[config.mk]
export PLATFORM = sky130hd
export DESIGN_NAME = pipe_hazard_ctrl
export DESIGN_NICKNAME = d
export VERILOG_FILES = /design/src/rtl/pipe_hazard_ctrl.sv
export SDC_FILE = /design/constraint.sdc
export NUM_CORES = 1
export LEC_CHECK = 0
export ABC_AREA = 1
export CELL_PAD_IN_SITES_DETAIL_PLACEMENT = 1
export CELL_PAD_IN_SITES_GLOBAL_PLACEMENT = 1
export CORE_MARGIN = 2
export CORE_UTILIZATION = 25
export CTS_BUF_LIST = sky130_fd_sc_hd__clkbuf_4 sky130_fd_sc_hd__clkbuf_8
export DETAILED_ROUTE_END_ITERATION = 6
export GPL_TIMING_DRIVEN = 0
export PLACE_DENSITY_LB_ADDON = 0.1
export SLEW_MARGIN = 40
export SYNTH_ARGS = -nofsm -noshare
export SYNTH_HDL_FRONTEND = slang
export SYNTH_SLANG_ARGS = --single-unit
[constraint.sdc]
create_clock -name clk -period 3.9 [get_ports clk]
set_input_delay 0.585 -clock clk [delete_from_list [all_inputs] [get_ports clk]]
set_output_delay 0.585 -clock clk [all_outputs]
set_load 0.01 [all_outputs]
[src/rtl/pipe_hazard_ctrl.sv]
// Hazard and exception controller for the five-stage pipeline: load-use/jr stalls,
// taken-branch flush, illegal-instruction and interrupt entry with EPC capture.
module pipe_hazard_ctrl #(
   parameter int DRAIN_MAX = 3
) (
   input  logic        clk,
   input  logic        reset,
   input  logic [4:0]  IDrs,
   input  logic [4:0]  IDrt,
   input  logic        IDUsesRs,
   input  logic        IDUsesRt,
   input  logic        IDJr,
   input  logic        IDIllegal,
   input  logic        IDValid,
   input  logic [31:0] IDPC,
   input  logic [4:0]  EXWriteReg,
   input  logic        EXRegWrite,
   input  logic        EXMemRead,
   input  logic [4:0]  MEMWriteReg,
   input  logic        MEMMemRead,
   input  logic        EXBranchTaken,
   input  logic        irq,
   output logic        stall,
   output logic        PCHold,
   output logic        flush,
   output logic        IFIDFlush,
   output logic        illop,
   output logic        xadr,
   output logic [1:0]  PCSel,
   output logic        EPCWrite,
   output logic [31:0] EPC
);
   localparam logic [0:0] RUN   = 1'b0;
   localparam logic [0:0] DRAIN = 1'b1;
   localparam int CW = (DRAIN_MAX < 2) ? 1 : $clog2(DRAIN_MAX + 1);

   logic [0:0]    state;
   logic [CW-1:0] drain_cnt;
   logic          s1, s2, s3, irq_pending;
   logic          lu, jh, hazard, user_id, irq_rise, drain_done;

   assign lu = EXMemRead && (EXWriteReg != 5'd0) &&
               ((IDUsesRs && (EXWriteReg == IDrs)) || (IDUsesRt && (EXWriteReg == IDrt)));
   // jr needs rs in ID, so an ALU result in EX or a load result in MEM is not yet usable
   assign jh = IDJr && (IDrs != 5'd0) &&
               ((EXRegWrite && (EXWriteReg == IDrs)) || (MEMMemRead && (MEMWriteReg == IDrs)));
   assign hazard     = lu || jh;
   assign user_id    = IDValid && !IDPC[31];
   assign irq_rise   = s2 && !s3;
   assign drain_done = (IDValid && IDPC[31]) || (drain_cnt >= CW'(DRAIN_MAX));

   always_comb begin
      stall     = 1'b0;
      PCHold    = 1'b0;
      flush     = 1'b0;
      IFIDFlush = 1'b0;
      illop     = 1'b0;
      xadr      = 1'b0;
      PCSel     = 2'b00;
      EPCWrite  = 1'b0;
      if (!reset) begin
         if (EXBranchTaken) begin
            flush     = 1'b1;
            IFIDFlush = 1'b1;
            PCSel     = 2'b01;
         end else if ((state == RUN) && IDIllegal && user_id && !hazard) begin
            illop     = 1'b1;
            IFIDFlush = 1'b1;
            EPCWrite  = 1'b1;
            PCSel     = 2'b11;
         end else if ((state == RUN) && irq_pending && user_id && !hazard) begin
            xadr      = 1'b1;
            IFIDFlush = 1'b1;
            EPCWrite  = 1'b1;
            PCSel     = 2'b10;
         end else if (hazard) begin
            stall  = 1'b1;
            PCHold = 1'b1;
         end
      end
   end

   // Edges arriving while an interrupt is already pending are absorbed.
   always_ff @(posedge clk or posedge reset) begin
      if (reset) begin
         s1          <= 1'b0;
         s2          <= 1'b0;
         s3          <= 1'b0;
         irq_pending <= 1'b0;
      end else begin
         s1 <= irq;
         s2 <= s1;
         s3 <= s2;
         if (xadr)
            irq_pending <= 1'b0;
         else if (irq_rise)
            irq_pending <= 1'b1;
      end
   end

   always_ff @(posedge clk or posedge reset) begin
      if (reset) begin
         state     <= RUN;
         drain_cnt <= '0;
         EPC       <= 32'd0;
      end else if (illop || xadr) begin
         state     <= DRAIN;
         drain_cnt <= CW'(1);
         EPC       <= illop ? (IDPC + 32'd4) : IDPC;
      end else if (state == DRAIN) begin
         if (drain_done) begin
            state     <= RUN;
            drain_cnt <= '0;
         end else begin
            drain_cnt <= drain_cnt + CW'(1);
         end
      end
   end
endmodule

Word-level counts from Yosys, hierarchy flattened
Cells that the tools add are included.

operators by class
  reductions and logical operators = 29
  equal/unequal tests = 3
  bitwise operators = 1
  order comparisons = 1
  mux-type cells = 32
  $add $sub $neg = 2

operators with widths
  cell                                                      number
  adder 32 x 3 -> 32 bit, second input constant             1
  2-to-1 mux 32 bit                                         1
  2-to-1 mux 1 bit                                          24
  logical AND 1 bit                                         17
  equality test 5 bit                                       3
  2-to-1 mux 2 bit                                          7
  nonzero test 5 bit                                        2
  logical OR 1 bit                                          5
  nonzero test 2 bit                                        2
  logical NOT 1 bit                                         3
  adder 2 x 1 -> 2 bit, second input constant               1
  greater-or-equal comparator 2 bit, second input constant  1
  NOT 1 bit                                                 1

word-level totals
  output and inout bits = 41
  register bits = 39
  word-level logic and storage cells = 75

Logic depth before layout (Yosys ltp)
  depth after elaboration = 13
  mapped depth = 15
  mapped depth without buffers = 13

Least setup slack after synthesis
No wires, ideal clock.

  path type = input to output
  from = input port IDrs[3]
  to = output port stall
  arrival = 1,800 ps
  slack = 1,515 ps
  cell stages on the path = 9
  path through = or2_0 a21oi_1 nand3_1 nand2_2 nand2_4 nand2_4 inv_1 nor3_1 buf_4

between the ends
  longest elaborated chain between the ends = 11
  elaborated cells on any way between the ends = 20
  classes of those cells = 2 x eq/ne; 5 x mux; 13 x reduce/logical

ends and longest elaborated chain
  item                                           line    RTL
  from (decl)                                    8       input logic [4:0] IDrs,
  equality test 5 bit, on equally long branches  43, 46
  logical AND 1 bit, on equally long branches    43, 46
  logical OR 1 bit, on equally long branches     43, 46
  logical AND 1 bit, on equally long branches    42, 45
  logical OR 1 bit (*)                           47      assign hazard = lu || jh;
  logical NOT 1 bit                              66, 71
  logical AND 1 bit                              71      end else if ((state == RUN) && irq_pending && user_id && !hazard) begin
  2-to-1 mux 1 bit                               -
  2-to-1 mux 1 bit (*) (3 in series)             -
  to (decl)                                      23      output logic stall,

Every way passes the cells marked *; elsewhere a longest branch is shown, timed or not.

Worst setup path after layout
  from = input port IDrs[0]
  to = output port stall

between the ends
  longest elaborated chain between the ends = 11
  elaborated cells on any way between the ends = 20
  classes of those cells = 2 x eq/ne; 5 x mux; 13 x reduce/logical

ends and longest elaborated chain
  item                                           line    RTL
  equality test 5 bit, on equally long branches  43, 46
  logical AND 1 bit, on equally long branches    43, 46
  logical OR 1 bit, on equally long branches     43, 46
  logical AND 1 bit, on equally long branches    42, 45
  logical OR 1 bit (*)                           47
  logical NOT 1 bit                              66, 71
  logical AND 1 bit                              71
  2-to-1 mux 1 bit                               71
  2-to-1 mux 1 bit (*)                           66      end else if ((state == RUN) && IDIllegal && user_id && !hazard) begin
  2-to-1 mux 1 bit (*)                           62      if (EXBranchTaken) begin
  2-to-1 mux 1 bit (*)                           61      if (!reset) begin

Marked as above.

==> summary.txt <==
Run status -> completed
Reg clk slew, reported paths -> 80 ps
Period utilization -> 87.2%
Initial core utilization -> 25.3%
Slowest-stage cell, CP -> clkdlybuf4s50_1
Total grt overflow -> 0
Switch share -> 34.9%
Seq/Total Area, Yosys -> 30.8%
FF-to-FF End -> EPC[6]
Combinational power share -> 44.0%
Slew @ Worst Pin -> 513 ps
Fmax -> 294 MHz
Worst skew pair latency -> 320 ps
Worst path max stage delay -> 520 ps
Critical Path Start -> IDrs[0]
Flops & latches, synth -> 39
Via density -> 4.40
Part of the power in the clock network -> 17.6%
Sequential share of power -> 38.4%
Vias in the first global route -> 3572
Static Leak -> 2.17 nW
CTS tree -> done
Worst setup path end -> stall
NetSw -> 0.566 mW
Largest net degree at the start of global routing -> 40
Net count, final -> 659
Synth-to-layout area growth -> 42.1%
RR Startpoint -> state
DP HPWL -> 8750 µm
Placer Congestion -> 0.924
Core box area -> 12500 µm²
R2r setup slk -> 2260 ps
Async SR Flop Fraction -> 100%
CTS H-tree depth -> 2
Port Buffers -> 103
Share of cells above drive strength 1 -> 9.26%
Global-route wire length before repair -> 17600 µm
Clock skew -> 2.01 ps
Crit end category -> primary output
CTS Hold Buffers Added -> 0
Internal -> 1.06 mW
Count of final hold-check violations -> 0
Gr usage total -> 16.6%
Initial antenna violation count -> 0
RSZ-0062 raised after global routing -> no
Hold Crit Class -> flop to flop
Dominant synthesized flop cell -> dfrtp_1
Drt pass-1 iters -> 4
Area of placed instances -> 4420 µm²
Die Area -> 13600 µm²
Peak VDD IR -> 0.168 mV
Root buf cell -> clkbuf_8
Worst-path cell chain -> clkdlybuf4s50_1 -> inv_1 -> nand2_1 -> nand2_1 -> nor2_1 -> nand4_1 -> nand2_1 -> nand2_4 -> nand2_4 -> inv_1 -> nor3_1 -> buf_4 -> clkdlybuf4s50_1
Max-Cap Viols -> 0
ANT cells -> 0
DR DRC count -> 0
Critical path peak fanout -> 3
Final min period -> 3400 ps
Critical path class -> input port to primary output
Max-slew violations -> 0
FF-to-FF path depth -> 9
Design area -> 4500 µm²
Site Rows -> 41
CTS max path bufs -> 2
Clock sink total -> 39
Synth cell types -> 34
DR WL/cell -> 13.8 µm
Syn_nets -> 549
Req. time, crit path -> 3310 ps
Ys Warns -> 0
Pwr dens -> 361 nW/µm²
Most used cell, CP -> nand2_1
Worst setup SP type -> input port
Routed Antenna Nets -> 0
Final setup fails -> 0
Filler Cell Count -> 1643
Die Width -> 117 µm
EDFF count, synth -> 0
IO Count -> 105
Final wirelength -> 10600 µm
Post-CTS Resized -> 0
Setup TNS -> 0 ps
Post-Syn Instances -> 483
CTS Buf Count -> 5
Total power -> 1.62 mW
Post-CTS Repair Setup Buffers -> 0
Die Ht -> 117 µm
Cell area after synthesis -> 3170 µm²
Routed via count -> 3372
DRT iter0 DRCs -> 88
Syn Area/Cell -> 6.56 µm²
Critical path arrival -> 2820 ps
Slew HR -> 65.8%
==> worst max-delay path: cells and delay by family <==
kind | cells | cell delay, ps
AND/OR/NAND/NOR | 8 | 910
buffers and inverters | 5 | 1330
==> Yosys cell counts, types with 6 or more instances <==
library cell	instances	share of area, %
nor2_1	37	4.4
nand4_1	8	1.6
a21oi_1	6	0.95
nor3_1	15	2.4
inv_1	30	3.6
xor2_1	22	6.1
nand3_2	11	3.5
nand3_1	31	4.9
nand2_1	230	27
xnor2_1	7	1.9
dfrtp_1	39	31
buf_2	7	1.1
==> layout make-up <==
cell class / count / area [µm²] / share of cell area [%]
clock inverter: 3 / 15.0 / 0.334
buffer: 17 / 130 / 2.89
sequential: 39 / 976 / 21.7
multi-input combinational: 392 / 1930 / 42.8
clock buffer: 5 / 68.8 / 1.53
timing repair buffer: 103 / 1030 / 22.9
inverter: 35 / 136 / 3.03
tap: 172 / 215 / 4.78
==> how the worst min path moves through the flow <==
stage          startpoint  endpoint  slack [ps]  cells after the start
2_1_floorplan          s1        s2         330                      0
3_3_place_gp           s1        s2         340                      0
3_5_place_dp           s1        s2         350                      0
4_1_cts                s1        s2         370                      0
5_1_grt                s1        s2         380                      0
6_report               s1        s2         360                      0
==> placed cells by master, fill, tap and decap left out, drive strengths merged <==
cell and instances:
nor3b 1, nor2 40, nor4 1, nor3 19
xnor2 7, nand2 235, nand3b 2, inv 35
nand3 42, ha 2, or2 1, buf 15
a21oi 6, nand4 10, dfrtp 39, xor2 22
a31oi 1, clkbuf 7, o21ai 3, clkinv 3
clkdlybuf4s50 103
==> through the flow <==
step	cells	setup WS (ps)	hold WS [ps]	utilization, %
floorplan	483	1520	331	-
global placement	758	541	340	35.3
detailed placement	758	484	347	35.3
CTS	766	476	369	36.0
global route	766	316	379	36.0
finish	766	497	363	36.0
==> routing by layer <==
layer	vias to the layer above	global-route usage, %	wire [µm]
li1	1727	-	-
met1	1569	20.6	4870
met2	68	29.6	5170
met3	8	2.85	400
met4	0	4.94	136
met5	-	0	0
==> logic make-up (layout without fill, tap and decap cells) <==
logic type	Yosys count	count (layout)	share of synthesized area, %
simple gates	351	351	50.4
fa+ha+maj	2	2	0.790
flops	39	39	30.8
buf+inv	52	163	8.33
xor+xnor	29	29	8.02
compound gates	10	10	1.62
==> state kept, by name (all words and copies together), names as in the netlist <==
| register | flops |
|---|---|
| s1 | 1 |
| drain_cnt | 2 |
| EPC | 32 |
| s3 | 1 |
| irq_pending | 1 |
| state | 1 |
| s2 | 1 |
==> power groups by stage <==
stage	registers, mW	clock network [mW]	logic (mW)
CTS	0.627	0.308	0.730
detailed placement	0.634	0	0.725
finish	0.623	0.285	0.714
floorplan	0.686	0	0.251
global placement	0.630	0	0.714
global route	0.645	0.317	0.799
Power figures use the tool's default switching activity.
==> edit, RTL diff (same settings) <==
Make the reset (`reset`) synchronous in 2 clocked blocks.
--- a/src/rtl/pipe_hazard_ctrl.sv
+++ b/src/rtl/pipe_hazard_ctrl.sv
@@ -83,3 +83,3 @@
    // Edges arriving while an interrupt is already pending are absorbed.
-   always_ff @(posedge clk or posedge reset) begin
+   always_ff @(posedge clk) begin
       if (reset) begin
@@ -100,3 +100,3 @@
 
-   always_ff @(posedge clk or posedge reset) begin
+   always_ff @(posedge clk) begin
       if (reset) begin
Function: differs if reset is asserted again (counterexample within 4 cycles, from zero or initial values and one cycle with reset high); with reset held inactive, the same outputs for 10 cycles.
==> edit against the original RTL <==
Sequential share of layout area down 4.6 points; routed wire length rose by 3.9%; critical path type unchanged; final area rose by 1.5%; first-iteration DRC count is 31% higher; synthesized area grew 1.8%; via count up 8.0%; sequential cell count did not move; clock skew is 11 ps higher; synthesized cell count up 16%; worst setup slack worse by 56 ps.
Power is not compared: it rests on default switching activity, and its combinational part moved more than twofold at a synthesized area within 25%.
==> edit: results (changes against the original RTL) <==
* Register area at 780.7 um^2 (-20%)
* Multi-input gates at 427 (+8.9%)
* Vias per cell at 4.315 (-2.0%)
* Arr. time, crit path at 2870 ps (+50 ps)
* Met3 WL post-DR at 487 um (+22%)
* Net Count, Synth at 627 (+14%)
* Hpwl dp at 9134 um (+4.4%)
* Clock-cell share at 1.917% (+0.054 points)
* Dpl cell area at 4482 um^2 (+1.5%)
* Largest net degree at the start of global routing at 12 (-70%)
* Relative slew slack at 59.84% (-5.9 points)
* Outcome: complete, no violations
* Fraction of area in multi-input gates at 44.06% (+1.2 points)
* First-pass GRT wire length at 18,330 um (+4.0%)
* Vias in the first global route at 3,687 (+3.2%)
* Hold Path Stages at 2 (+2)
* Post-Synthesis Cells at 561 (+16%)
* Routed wire per std cell at 13.01 um (-5.7%)
* GP Congestion at 0.8682 (-6.0%)
* Number of port buffers at 104 (+0.97%)
* Dominant synthesized flop cell: dfxtp_1
* Multi-input combinational cell area at 2013 um^2 (+4.4%)
* Top cells by count, synth: 193 x nand2_1, 102 x nor2_1, 67 x inv_1
* NonClk Buf Share at 26.07% (+0.27 points)
* Routed met2 length at 5124 um (-0.81%)
* Met1 Usage GRT at 21.93% (+1.3 points)
* Tot GR Track Use at 16.08% (-0.57 points)
* DRT iter0 DRCs at 115 (+31%)
* Skew-Pair Late Insertion Delay at 300 ps (-20 ps)
## edit: cell count changes in the layout (fill, tap and decap cells not counted), moves of 13 or more
cell	delta
dfxtp_1	+39
inv_1	+38
dfrtp_1	-39
nand3_1	+13
nand2_1	-37
nor2_1	+65
## edit: where the power goes
part / leakage [nW] / switching, mW / internal [mW]
Combinational: 1.82 / 0.139 / 0.131
Sequential: 0.316 / 0.00625 / 0.411
Clock: 0.0470 / 0.153 / 0.139
Total: 2.18 / 0.298 / 0.681
## edit: how the worst max path moves through the flow
| stage | start | to | slack (ps) | depth (start not counted) |
|---|---|---|---|---|
| 3_3_place_gp | reset | stall | 380 | 6 |
| 5_1_grt | reset | stall | 280 | 6 |
| 2_1_floorplan | EXWriteReg[2] | IFIDFlush | 1660 | 9 |
| 6_report | reset | stall | 440 | 6 |
| 4_1_cts | reset | stall | 380 | 6 |
| 3_5_place_dp | reset | stall | 380 | 6 |
